File: config.mk
export PLATFORM = sky130hd
export DESIGN_NAME = lights_nios2_qsys_0_oci_dct_packer
export DESIGN_NICKNAME = d
export VERILOG_FILES = /design/src/rtl/lights_nios2_qsys_0_oci_dct_packer.sv
export SDC_FILE = /design/constraint.sdc
export NUM_CORES = 1
export LEC_CHECK = 0
export CAP_MARGIN = 15
export CORE_MARGIN = 8
export CORE_UTILIZATION = 35
export CTS_BUF_LIST = sky130_fd_sc_hd__clkbuf_2
export CTS_CLUSTER_SIZE = 8
export DETAILED_ROUTE_END_ITERATION = 12
export HOLD_SLACK_MARGIN = 0.05
export PLACE_DENSITY = 0.64
export SLEW_MARGIN = 20
export SYNTH_ARGS = -nofsm -noshare
export SYNTH_HDL_FRONTEND = slang
export SYNTH_SLANG_ARGS = --single-unit
export TNS_END_PERCENT = 10
File: constraint.sdc
create_clock -name clk -period 2.6 [get_ports clk]
set_input_delay 0.39 -clock clk [delete_from_list [all_inputs] [get_ports clk]]
set_output_delay 0.39 -clock clk [all_outputs]
set_load 0.005 [all_outputs]
File: src/rtl/lights_nios2_qsys_0_oci_dct_packer.sv
// lights_nios2_qsys_0_oci_dct_packer: packs 3-bit trace atoms into 30-bit words and flushes on end request
module lights_nios2_qsys_0_oci_dct_packer #(
  parameter int ATOM_W  = 3,
  parameter int DEPTH   = 10,
  parameter int COUNT_W = 4
) (
  input  logic                      clk,
  input  logic                      reset_n,
  input  logic                      atom_valid,
  input  logic [ATOM_W-1:0]         atom,
  output logic                      atom_ready,
  input  logic                      end_req,
  output logic [ATOM_W*DEPTH-1:0]   dct_buffer,
  output logic [COUNT_W-1:0]        dct_count,
  output logic                      dct_valid,
  input  logic                      dct_ready,
  output logic                      test_ending,
  output logic                      test_has_ended
);
  localparam int BUF_W = ATOM_W * DEPTH;
  localparam logic [COUNT_W-1:0] FULL = COUNT_W'(DEPTH);
  logic [BUF_W-1:0] acc_buf_q, acc_buf_d, dct_buffer_q, dct_buffer_d;
  logic [COUNT_W-1:0] acc_cnt_q, acc_cnt_d, dct_count_q, dct_count_d;
  logic dct_valid_q, dct_valid_d, flush_q, flush_d, ended_q, ended_d;
  logic test_ending_q, test_ending_d, test_has_ended_q, test_has_ended_d;
  logic accept, xfer, done;
  // ended_q also blocks intake: it rises one edge before test_has_ended
  assign atom_ready = (acc_cnt_q < FULL) && !flush_q && !ended_q && !test_has_ended_q;
  assign accept = atom_valid && atom_ready;
  assign xfer = (acc_cnt_q == FULL || (flush_q && acc_cnt_q != '0)) && (!dct_valid_q || dct_ready);
  assign done = flush_q && acc_cnt_q == '0 && !dct_valid_q;
  always_comb begin
    acc_buf_d = acc_buf_q;
    for (int i = 0; i < DEPTH; i++)
      if (accept && acc_cnt_q == COUNT_W'(i)) acc_buf_d[i*ATOM_W +: ATOM_W] = atom;
    acc_buf_d = xfer ? '0 : acc_buf_d;
    acc_cnt_d = xfer ? '0 : accept ? acc_cnt_q + 1'b1 : acc_cnt_q;
    dct_buffer_d = xfer ? acc_buf_q : dct_buffer_q;
    dct_count_d = xfer ? acc_cnt_q : dct_count_q;
    dct_valid_d = xfer || (dct_valid_q && !dct_ready);
    flush_d = !done && (flush_q || (end_req && !ended_q && !test_has_ended_q));
    ended_d = ended_q || done;
    test_ending_d = done;
    test_has_ended_d = ended_q;
  end
  always_ff @(posedge clk or negedge reset_n) begin
    if (!reset_n) begin
      acc_buf_q <= '0;
      acc_cnt_q <= '0;
      dct_buffer_q <= '0;
      dct_count_q <= '0;
      dct_valid_q <= 1'b0;
      flush_q <= 1'b0;
      ended_q <= 1'b0;
      test_ending_q <= 1'b0;
      test_has_ended_q <= 1'b0;
    end else begin
      acc_buf_q <= acc_buf_d;
      acc_cnt_q <= acc_cnt_d;
      dct_buffer_q <= dct_buffer_d;
      dct_count_q <= dct_count_d;
      dct_valid_q <= dct_valid_d;
      flush_q <= flush_d;
      ended_q <= ended_d;
      test_ending_q <= test_ending_d;
      test_has_ended_q <= test_has_ended_d;
    end
  end
  assign dct_buffer = dct_buffer_q;
  assign dct_count = dct_count_q;
  assign dct_valid = dct_valid_q;
  assign test_ending = test_ending_q;
  assign test_has_ended = test_has_ended_q;
endmodule

# After elaboration in Yosys (flattened, before gate mapping)
# Cells that the tools add are included.
dict set report word_totals {
  ff_bits 73
  input_bits 8
  out_inout_bits 38
  word_cells 89
}
dict set report op_classes {
  addsub 1
  order_cmp 1
  n_eq_ne 10
  n_mux 13
  n_reduce_logical 46
}
# operator n
set ops {}
lappend ops {{two-way mux 3 bit} 10}
lappend ops {{two-way mux 30 bit} 1}
lappend ops {{logical AND 1 bit} 22}
lappend ops {{nonzero test 2 bit} 11}
lappend ops {{equality test 4 x 3 -> 1 bit (second input constant)} 4}
lappend ops {{equality test 4 bit (second input constant)} 3}
lappend ops {{equality test 4 x 2 -> 1 bit (second input constant)} 2}
lappend ops {{two-way mux 4 bit} 2}
lappend ops {{zero test 1 bit} 6}
lappend ops {{logical OR 1 bit} 5}
lappend ops {{adder 4 x 1 -> 4 bit (second input constant)} 1}
lappend ops {{equality test 4 x 1 -> 1 bit (second input constant)} 1}
lappend ops {{zero test 4 bit} 1}
lappend ops {{less-than comparator 4 bit (second input constant)} 1}
lappend ops {{nonzero test 4 bit} 1}

# Depth between registers and ports, before layout
dict set report logic_depth {
  depth_word 8
  depth_mapped 8
  mapped_depth_nobuf 6
}

# Worst setup path before layout
# No wires, ideal clock.
dict set report synth_path {
  path_type {register to register}
  from {reg acc_cnt_q[0]}
  to {reg dct_buffer_q[26] (netlist: dct_buffer[26])}
  setup_time_ns 0.127
  arrival_time_ns 1.643
  t_required_ns 2.473
  slack_ns 0.830
  path_stages_with_launch 8
  path_buffers 1
  synth_period_minus_slack_ns 1.770
  path_cell_list {dfrtp_1 inv_1 ha_1 nor2b_1 o21ai_1 a21oi_4 buf_4 mux2_1}
}
dict set report synth_via {
  elab_chain_cells 4
  elab_cells_between_ends 5
  cone_classes {1 x eq/ne; 4 x reduce/logical}
}
# element line
set synth_lines {}
lappend synth_lines {{from (decl)} 23} ;# logic [COUNT_W-1:0] acc_cnt_q, acc_cnt_d, dct_count_q, dct_count_d;
lappend synth_lines {{from (signal assigned)} 59} ;# acc_cnt_q <= acc_cnt_d;
lappend synth_lines {{nonzero test 4 bit} 30} ;# assign xfer = (acc_cnt_q == FULL || (flush_q && acc_cnt_q != '0)) && (!dct_valid_q || dct_ready);
lappend synth_lines {{logical AND 1 bit} 30}
lappend synth_lines {{logical OR 1 bit (*)} 30}
lappend synth_lines {{logical AND 1 bit (*)} 30}
lappend synth_lines {{to (signal assigned)} 60} ;# dct_buffer_q <= dct_buffer_d;
lappend synth_lines {{to (decl)} 22} ;# logic [BUF_W-1:0] acc_buf_q, acc_buf_d, dct_buffer_q, dct_buffer_d;
# Every way passes the cells marked *; elsewhere a longest branch is shown, timed or not.
# A chain may end at the register's enable or synchronous reset.

# Worst setup path in the final report
dict set report layout_path {
  from {reg acc_cnt_q[2]}
  to {out atom_ready}
}
dict set report layout_via {
  elab_chain_cells 4
}
# element line
set layout_lines {}
lappend layout_lines {{less-than comparator 4 bit} 28} ;# assign atom_ready = (acc_cnt_q < FULL) && !flush_q && !ended_q && !test_has_ended_q;
lappend layout_lines {{logical AND 1 bit (3 in a row)} 28}
lappend layout_lines {{to (decl)} 11} ;# output logic atom_ready,
# Every way passes these cells.

==> impl_metrics.env <==
export IMPL_grt_pass1_vias=1928
export IMPL_die_area_mm2=0.0121
export IMPL_hpwlAfterDp_mm=4.16
export IMPL_hold_viol_final=0
export IMPL_synth_cells=233
export IMPL_via_count=1854
export IMPL_internal_power_mw=1.73
export IMPL_cpLargestDelayFamily="buffers and inverters"
export IMPL_synth_top_area_share=0.590
export IMPL_numCtsBuffers=9
export IMPL_dr_pass1_iters=4
export IMPL_grt_overflow_total=0
export IMPL_cp_num_buf_inv=1
export IMPL_drc=0
export IMPL_wl_per_cell_um=15.3
export IMPL_synthTopCellsByCount="dfrtp_1 (73), nor2_1 (36), mux2i_1 (30), mux2_2 (24), mux2_1 (9)"
export IMPL_synth_distinct_cells=36
export IMPL_comb_power_share=0.187
export IMPL_busiest_layer="met2"
export IMPL_cts_max_level=3
export IMPL_fmax_mhz=419
export IMPL_cts_root_buf="clkbuf_2"
export IMPL_grt_use_met1=0.142
export IMPL_criticalPathCategory="flip-flop to primary output"
export IMPL_startpoint_type="flip-flop"
export IMPL_antenna_found_initial=0
export IMPL_ios=46
export IMPL_wirelength_mm=5.99
export IMPL_cts_sinks=73
export IMPL_fin_crit_ps=2390
export IMPL_arrival_ps=2000
export IMPL_pwr_density_cell_mw_per_mm2=649
export IMPL_synth_seq_area_share=0.590
export IMPL_setup_viol=0
export IMPL_rows=34
export IMPL_rsz0062_at_grt="no"
export IMPL_clock_path_buffers=2
export IMPL_post_route_util=0.435
export IMPL_port_buffers=45
export IMPL_hold_path_class="input pin to async pin"
export IMPL_clkLatencyLatePin_ps=520
export IMPL_dieHeight_um=110
export IMPL_clockPowerShare=0.257
export IMPL_syn_avg_cell_area_um2=13.3
export IMPL_tightest_slew_ps=712
export IMPL_path_max_fanout=12
export IMPL_nets=290
export IMPL_synth_flop_cell="dfrtp_1"
export IMPL_cpPeakStageDelay_ps=550
export IMPL_grtUsageMet2=0.151
export IMPL_pwr_share_seq=0.556
export IMPL_clk_pin_slew_ps=200
export IMPL_fin_crit_sh=0.918
export IMPL_yosysWarnings=0
export IMPL_maxSlewHeadroom=0.525
export IMPL_async_reset_ff_frac=1.00
export IMPL_synth_largest_area_cell="dfrtp_1"
export IMPL_fin_tns_setup_ps=0
export IMPL_finClkSkew_ps=22.3
export IMPL_crit_chain="o21a_1 -> nor4_1 -> clkdlybuf4s50_1"
export IMPL_p_sw_frac=0.290
export IMPL_status="completed"
export IMPL_synth_edf_count=0
export IMPL_power_leakage_nw=1.88
export IMPL_post_cts_buffers=0
export IMPL_ant_nets=0
export IMPL_ys_seq_elements=73
export IMPL_slew_viol_final=0
export IMPL_core_area_mm2=0.00864
export IMPL_cap_viol_max_count=0
export IMPL_cp_end_kind="primary output"
export IMPL_layout_drive_gt1_share=0.194
export IMPL_synthesis_area_mm2=0.00310
export IMPL_grt_use_met3=0.0442
export IMPL_routabilityCongestion=0.775
export IMPL_areaGrowthSynthToFinish_pct=21.3
export IMPL_cts_tree="yes"
export IMPL_required_ps=2210
export IMPL_start_util=0.358
export IMPL_synth_most_common_cell="dfrtp_1"
export IMPL_critPathSlowestCell="clkdlybuf4s50_1"
export IMPL_grt_pass1_wl_mm=9.95
export IMPL_vias_per_cell=4.74
export IMPL_antennaDiodeCount=0
export IMPL_grt_max_degree=46
export IMPL_p_switching_uw=706
export IMPL_ys_top_cells_by_area="dfrtp_1 (59%), mux2i_1 (9.7%), mux2_2 (8.7%), nor2_1 (4.4%), mux2_1 (3.3%)"
export IMPL_die_w_um=110
export IMPL_vdd_drop_max_uv=286
export IMPL_grt_usage=0.108
export IMPL_synth_nets=245
export IMPL_drt_iter0_drc=60
[power by group through the flow]
stage,registers [mW],clock network [mW],logic [mW]
CTS,1.36,0.657,0.467
floorplan,1.36,0,0.251
global route,1.38,0.703,0.511
global placement,1.37,0,0.456
finish,1.35,0.625,0.457
detailed placement,1.38,0,0.463
[cell usage in the layout, fill, tap and decap left out, drive strengths merged, types with 2 or more instances in the layout]
master	instances
nor2	36
nand3b	2
nor4b	2
nand2b	3
clkdlybuf4s50	44
buf	6
nand2	5
mux2i	30
nor3b	3
nor2b	4
clkinv	4
dfrtp	73
and3	4
ha	4
clkbuf	9
mux2	33
inv	4
a21oi	2
[layer usage]
layer | part of all wire | up-vias | wire (µm)
met5 | 0 | - | 0
met4 | 0.014 | 0 | 86
met3 | 0.075 | 11 | 448
met2 | 0.43 | 38 | 2580
met1 | 0.48 | 911 | 2870
li1 | - | 894 | -
[layout make-up]
class	instances	area, µm²
flip-flops and latches	73	1830
multi-input cells	140	1140
well taps	108	135
clock inverters	7	70.1
inverters	3	11.3
repair buffers	51	518
fillers	811	4880
clock buffers	9	45.0
[kinds of logic after synthesis]
kind of cell    Yosys count  synth area share
flops                    73             0.590
simple gates             64             0.113
mux                      63             0.217
buf+inv                  20            0.0404
compound gates            8            0.0206
fa+ha+maj                 4            0.0162
xor+xnor                  1           0.00283
[state kept, by name (all words and copies together) (netlist names)]
name            count
acc_cnt_q           4
dct_count           4
dct_buffer         30
flush_q             1
ended_q             1
test_has_ended      1
test_ending         1
acc_buf_q          30
dct_valid           1
[repair_timing]
item,in CTS,in global routing
gates resized for setup,0,3
hold buffers,1,0
endpoints found under the setup margin,0,1
hold endpoints to repair,29,0
[worst paths after layout]
kind                                                 start                          to  slack [ps]  cells after the start
worst max register to register    acc_cnt_q[0]$_DFFE_PN0P_  dct_buffer[28]$_DFFE_PN0P_         510                      7
min in group clk                                   end_req           flush_q$_DFF_PN0_         460                      3
worst min-delay path                               reset_n    dct_count[1]$_DFFE_PN0P_         430                      2
max in group asynchronous                          reset_n   dct_buffer[8]$_DFFE_PN0P_        1430                      3
worst min register to register  dct_buffer[27]$_DFFE_PN0P_  dct_buffer[27]$_DFFE_PN0P_         510                      1
worst max-delay path              acc_cnt_q[2]$_DFFE_PN0P_                  atom_ready         210                      3
[through the flow]
stage                     hold WS [ps]  setup WS (ps)  total power [mW]  std cells  instance area, µm²
after floorplan                   94.4            830              1.61        233                3100
after global placement             469            604              1.83        374                3620
after detailed placement           477            536              1.84        374                3620
after CTS                          414           94.4              2.48        391                3750
after global routing               444           20.3              2.59        391                3750
final                              429            213              2.44        391                3750
(Power assumes the default switching activity.)
